--- config.mk ---
export PLATFORM = sky130hd
export DESIGN_NAME = tdm_demux
export DESIGN_NICKNAME = d
export VERILOG_FILES = /design/src/rtl/tdm_demux.sv
export SDC_FILE = /design/constraint.sdc
export NUM_CORES = 1
export LEC_CHECK = 0
export CORE_MARGIN = 8
export CORE_UTILIZATION = 54
export DETAILED_ROUTE_END_ITERATION = 8
export PLACE_DENSITY = 0.85
export SLEW_MARGIN = 20
export SYNTH_ARGS = -nofsm -noshare
export SYNTH_HDL_FRONTEND = slang
export SYNTH_SLANG_ARGS = --single-unit
--- constraint.sdc ---
create_clock -name clk -period 2.1 [get_ports clk]
set_input_delay 0.315 -clock clk [delete_from_list [all_inputs] [get_ports clk]]
set_output_delay 0.315 -clock clk [all_outputs]
set_load 0.01 [all_outputs]
--- src/rtl/tdm_demux.sv ---
// Serial TDM receiver: frames of NCH words of W bits (MSB first), marked by fsync on
// the first bit, are staged and then published to ch_data atomically with a one-cycle strobe.
module tdm_demux #(
    parameter int NCH = 4,
    parameter int W   = 8
) (
    input  logic             clk,
    input  logic             rst_n,
    input  logic             fsync,
    input  logic             sdata,
    output logic [NCH*W-1:0] ch_data,
    output logic             frame_valid,
    output logic             sync_err,
    output logic             in_frame
);

    localparam int BW = (W > 1) ? $clog2(W) : 1;
    localparam int CW = (NCH > 1) ? $clog2(NCH) : 1;

    typedef enum logic [0:0] {
        ST_IDLE  = 1'b0,
        ST_SHIFT = 1'b1
    } state_t;

    state_t           state_r;
    state_t           state_nx_s;
    logic [W-2:0]     shift_r;
    logic [BW-1:0]    bit_cnt_r;
    logic [CW-1:0]    chan_r;
    logic [NCH*W-1:0] staging_r;
    logic [NCH*W-1:0] staging_nx_s;
    logic [NCH*W-1:0] ch_data_r;
    logic             frame_valid_r;
    logic             sync_err_r;
    logic             in_frame_s;
    logic [W-1:0]     word_s;
    logic [W-2:0]     shift_nx_s;
    logic [W-2:0]     shift_start_s;
    logic             word_end_s;
    logic             frame_end_s;

    assign word_s        = {shift_r, sdata};
    assign shift_nx_s    = word_s[W-2:0];
    assign shift_start_s = (W-1)'(sdata);
    assign word_end_s    = (bit_cnt_r == BW'(W-1));
    assign frame_end_s   = word_end_s && (chan_r == CW'(NCH-1));

    // Staging contents with the word completing this cycle dropped into its slot.
    always_comb begin
        staging_nx_s = staging_r;
        staging_nx_s[int'(chan_r)*W +: W] = word_s;
    end

    // State register.
    always_ff @(posedge clk or negedge rst_n) begin
        if (!rst_n) begin
            state_r <= ST_IDLE;
        end else begin
            state_r <= state_nx_s;
        end
    end

    // Next-state logic: a frame's last bit drops to IDLE; any fsync seen in SHIFT resyncs.
    always_comb begin
        state_nx_s = state_r;
        case (state_r)
            ST_IDLE: begin
                if (fsync) begin
                    state_nx_s = ST_SHIFT;
                end else begin
                    state_nx_s = ST_IDLE;
                end
            end
            ST_SHIFT: begin
                if (fsync) begin
                    state_nx_s = ST_SHIFT;
                end else if (frame_end_s) begin
                    state_nx_s = ST_IDLE;
                end else begin
                    state_nx_s = ST_SHIFT;
                end
            end
            default: state_nx_s = ST_IDLE;
        endcase
    end

    // Output logic: the gap cycle after a published frame still counts as in-frame
    // when fsync immediately restarts, so back-to-back frames show no dropout.
    always_comb begin
        in_frame_s = 1'b0;
        case (state_r)
            ST_SHIFT: in_frame_s = 1'b1;
            ST_IDLE:  in_frame_s = frame_valid_r && fsync;
            default:  in_frame_s = 1'b0;
        endcase
    end

    // Datapath: shifting, word staging, frame publication and error strobe.
    always_ff @(posedge clk or negedge rst_n) begin
        if (!rst_n) begin
            shift_r       <= '0;
            bit_cnt_r     <= '0;
            chan_r        <= '0;
            staging_r     <= '0;
            ch_data_r     <= '0;
            frame_valid_r <= 1'b0;
            sync_err_r    <= 1'b0;
        end else begin
            frame_valid_r <= 1'b0;
            sync_err_r    <= 1'b0;
            case (state_r)
                ST_IDLE: begin
                    if (fsync) begin
                        shift_r   <= shift_start_s;
                        bit_cnt_r <= BW'(1);
                        chan_r    <= '0;
                        staging_r <= '0;
                    end else begin
                        shift_r   <= shift_r;
                    end
                end
                ST_SHIFT: begin
                    if (fsync) begin
                        // Mid-frame sync: drop the partial frame, restart on this bit.
                        shift_r    <= shift_start_s;
                        bit_cnt_r  <= BW'(1);
                        chan_r     <= '0;
                        staging_r  <= '0;
                        sync_err_r <= 1'b1;
                    end else if (word_end_s) begin
                        shift_r   <= shift_nx_s;
                        staging_r <= staging_nx_s;
                        bit_cnt_r <= '0;
                        if (frame_end_s) begin
                            chan_r        <= '0;
                            ch_data_r     <= staging_nx_s;
                            frame_valid_r <= 1'b1;
                        end else begin
                            chan_r <= chan_r + CW'(1);
                        end
                    end else begin
                        shift_r   <= shift_nx_s;
                        bit_cnt_r <= bit_cnt_r + BW'(1);
                    end
                end
                default: begin
                    bit_cnt_r <= '0;
                    chan_r    <= '0;
                end
            endcase
        end
    end

    assign ch_data     = ch_data_r;
    assign frame_valid = frame_valid_r;
    assign sync_err    = sync_err_r;
    assign in_frame    = in_frame_s;

endmodule

==> results.md <==
* # setup viols final at 0
* CTS Buffer Depth at 2
* Share of layout cells above drive strength 1 at 10.8%
* Synth Instances at 268
* Post-route DRC at 0
* Max FO, Critical Path at 8
* Sequential Area at 1780 µm²
* Via count at 2306
* I/O pin count at 39
* Yosys cell types at 32
* Yosys reg bits at 71
* Switch share at 22.3%
* Post-synth ARST share at 100%
* Pre-antenna DRT Iters at 4
* Outcome: complete, no violations
* Overall Global Routing Usage at 17.8%
* Internal at 2.24 mW
* Hold path cells at 1
* ANT nets after route at 0
* Worst Hold End: bit_cnt_r[0]
* CTS buffer count at 9
* First-pass GRT wire length at 11.9 mm
* First DRT Iteration DRCs at 186
* RSZ-0062 raised after global routing: no
* Die W at 91.4 µm
* Avg Inst Size Synth at 11.5 µm²
* H-tree levels at 3
* Layout Skew at 0.0130 ns
* Reg2reg path depth at 5
* Initial Util at 55.8%
* Min-delay src: bit_cnt_r[0]
* Vias per inst at 5.97
* # clock sinks at 71
* WP data required at 2.39 ns
* Top cells by area, synth: dfrtp_1 58%, a22o_1 9.1%, nor2_1 5.9%, a221oi_1 4.6%, a21oi_1 3.1%
* Finished Layout Cells at 386
* Die Footprint at 8360 µm²
* Endpoint type of the worst setup path: flop
* Worst Path Arrival at 2.30 ns
* Multi-input gate area at 1150 µm²
* Hold Fails Final Rpt at 0
* GR Overflow Total at 0
* Clock power frac at 45.6%
* Synth top area share at 57.8%
* Maximum VDD drop at 439 µV
* Hold Path Class: reg2reg
* R2R Path End: staging_r[21]
* # Post-CTS Setup Buffers at 0
* Setup WS pre-CTS at 0.162 ns
* P&R area growth vs syn at 23.7%
* Leakage power at 1.84 nW
* Sw power at 644 µW
* Flop pwr share at 48.8%
* CTS tree: built
* R2R setup slack at 0.09 ns
* Critical path class: reg2reg
* Routed wire length at 7.14 mm
* Final net count at 320
* WL per Instance at 18.5 µm
* Row cnt at 27
* Routability cong. at 0.805
* Setup crit start kind: flop
* Slew @ Worst Pin at 0.782 ns
* Mapped Area at 3070 µm²
* Warnings from Yosys at 0
* Syn Nets at 279
* Vias in the first global route at 2358
* Top_reg_cell synth: dfrtp_1
* # port buffers at 38
* Initial antenna violation count at 0
* Cell Pwr Density at 759 nW/µm²
* CTS Root Cell: clkbuf_8
* Total core area at 5510 µm²
* Cell taking the most area after synthesis: dfrtp_1
* Placed Instances at 369
* Largest net degree at the start of global routing at 72
* Tmin final at 2.01 ns
* ANT cells at 0
* Final WS setup at 0.0869 ns
* Number of fill cells at 385
* HPWL after detailed placement at 4.52 mm
* Clock transition at the registers of the reported paths at 0.08 ns
* Clock latency on the worst-skew pair at 0.35 ns
* Max_cap viols at 0
* Period utilisation layout at 95.9%
* Die H at 91.4 µm
* Sequential-to-total area share from yosys stat at 57.8%
* Setup TNS at 0 ns
* Final core occ at 69.0%
* Combinational power share at 5.6%
* Post-synth EDFFs at 0
* Worst r2r src: bit_cnt_r[0]
* Max Clk Rate at 497 MHz
* Rel. slew slack at 47.6%
* Final slew viol count at 0
==> worst max path at each step <==
stage	startpoint	endpoint	slack (ns)	cells after the start
CTS	bit_cnt_r[0]	staging_r[19]	0.12	5
finish	bit_cnt_r[0]	staging_r[21]	0.09	5
global route	bit_cnt_r[0]	staging_r[8]	0.02	5
floorplan	chan_r[0]	staging_r[10]	0.16	8
detailed placement	bit_cnt_r[0]	staging_r[19]	0.16	5
global placement	bit_cnt_r[0]	staging_r[20]	0.21	5
==> per-stage QoR <==
step	instance area, µm²	total power, mW	hold WS [ns]
after floorplan	3070	1.51	0.0194
after global placement	3550	1.58	0.361
after detailed placement	3550	1.59	0.368
after CTS	3800	2.90	0.490
after global routing	3800	2.98	0.511
final	3800	2.89	0.489
==> repair_timing <==
action | in CTS | in global routing
resized for setup | 0 | 0
hold buffers | 1 | 0
hold endpoints to repair | 71 | 0
==> power groups by stage <==
| stage | clock [mW] | sequential (mW) | combinational, mW |
|---|---|---|---|
| after CTS | 1.33 | 1.41 | 0.164 |
| after global routing | 1.39 | 1.41 | 0.179 |
| after floorplan | 0 | 1.43 | 0.0791 |
| final | 1.32 | 1.41 | 0.162 |
| after detailed placement | 0 | 1.43 | 0.159 |
| after global placement | 0 | 1.43 | 0.151 |
==> logic make-up after synthesis <==
logic type / synth area share (%)
DFF: 57.8
muxes: 2.65
adders and majority gates: 2.85
buffers and inverters: 4.72
and+or+nand+nor: 13.8
AOI/OAI and AO/OA: 18.2
==> cell type report <==
cell class	instances	area share, %
flip-flops and latches	71	46.8
inverters	7	0.691
clock buffers	9	3.26
multi-input cells	169	30.3
clock inverters	7	3.16
repair buffers	51	13.5
well taps	72	2.37
==> layout by cell type, fill, tap and decap left out, drive strengths merged <==
master	instances
a21o	1
a21oi	19
a221oi	16
a22o	32
a31oi	3
a32oi	1
and2	1
and2b	4
and4b	2
and4bb	1
buf	13
bufinv	3
clkbuf	9
clkdlybuf4s50	37
clkinv	3
clkinvlp	1
dfrtp	71
dlygate4sd3	1
ha	7
inv	7
mux2	1
mux2i	7
nand2	7
nand3	4
nand3b	2
nand4	3
nand4b	2
nor2	48
nor2b	4
nor4	1
nor4bb	1
o31ai	1
or3	1
==> routing by layer <==
metal	vias to the layer above	global-route usage [%]	routed length, µm
met3	20	4.53	421
met2	77	28.2	3480
li1	1048	-	-
met4	0	10.5	200
met1	1161	21.5	3040
met5	-	0	0
==> flip-flops by register name, summed over array words and instances (netlist names) <==
register	count
bit_cnt_r	3
frame_valid	1
chan_r	2
sync_err	1
shift_r	7
ch_data	32
staging_r	24
state_r	1
==> synthesized netlist by cell type (2+ instances only) <==
library cell,instances
a21oi_1,19
nand3_1,4
a221oi_1,16
nand4_1,3
dfrtp_1,71
nor2b_1,3
nor2_1,48
mux2i_1,7
ha_1,7
buf_6,4
and2b_1,4
and4b_1,2
a31oi_1,3
nand3b_1,2
clkbuf_1,9
inv_1,6
nand2_1,7
buf_2,8
a22o_1,32
==> worst max-delay path: stages, from the launching register on <==
cell     delay, ns
dfrtp_1       0.40
ha_1          0.22
ha_1          0.25
buf_4         0.18
a31oi_1       0.64
a22o_1        0.26
Note: power is estimated with default switching activity, not from simulation.
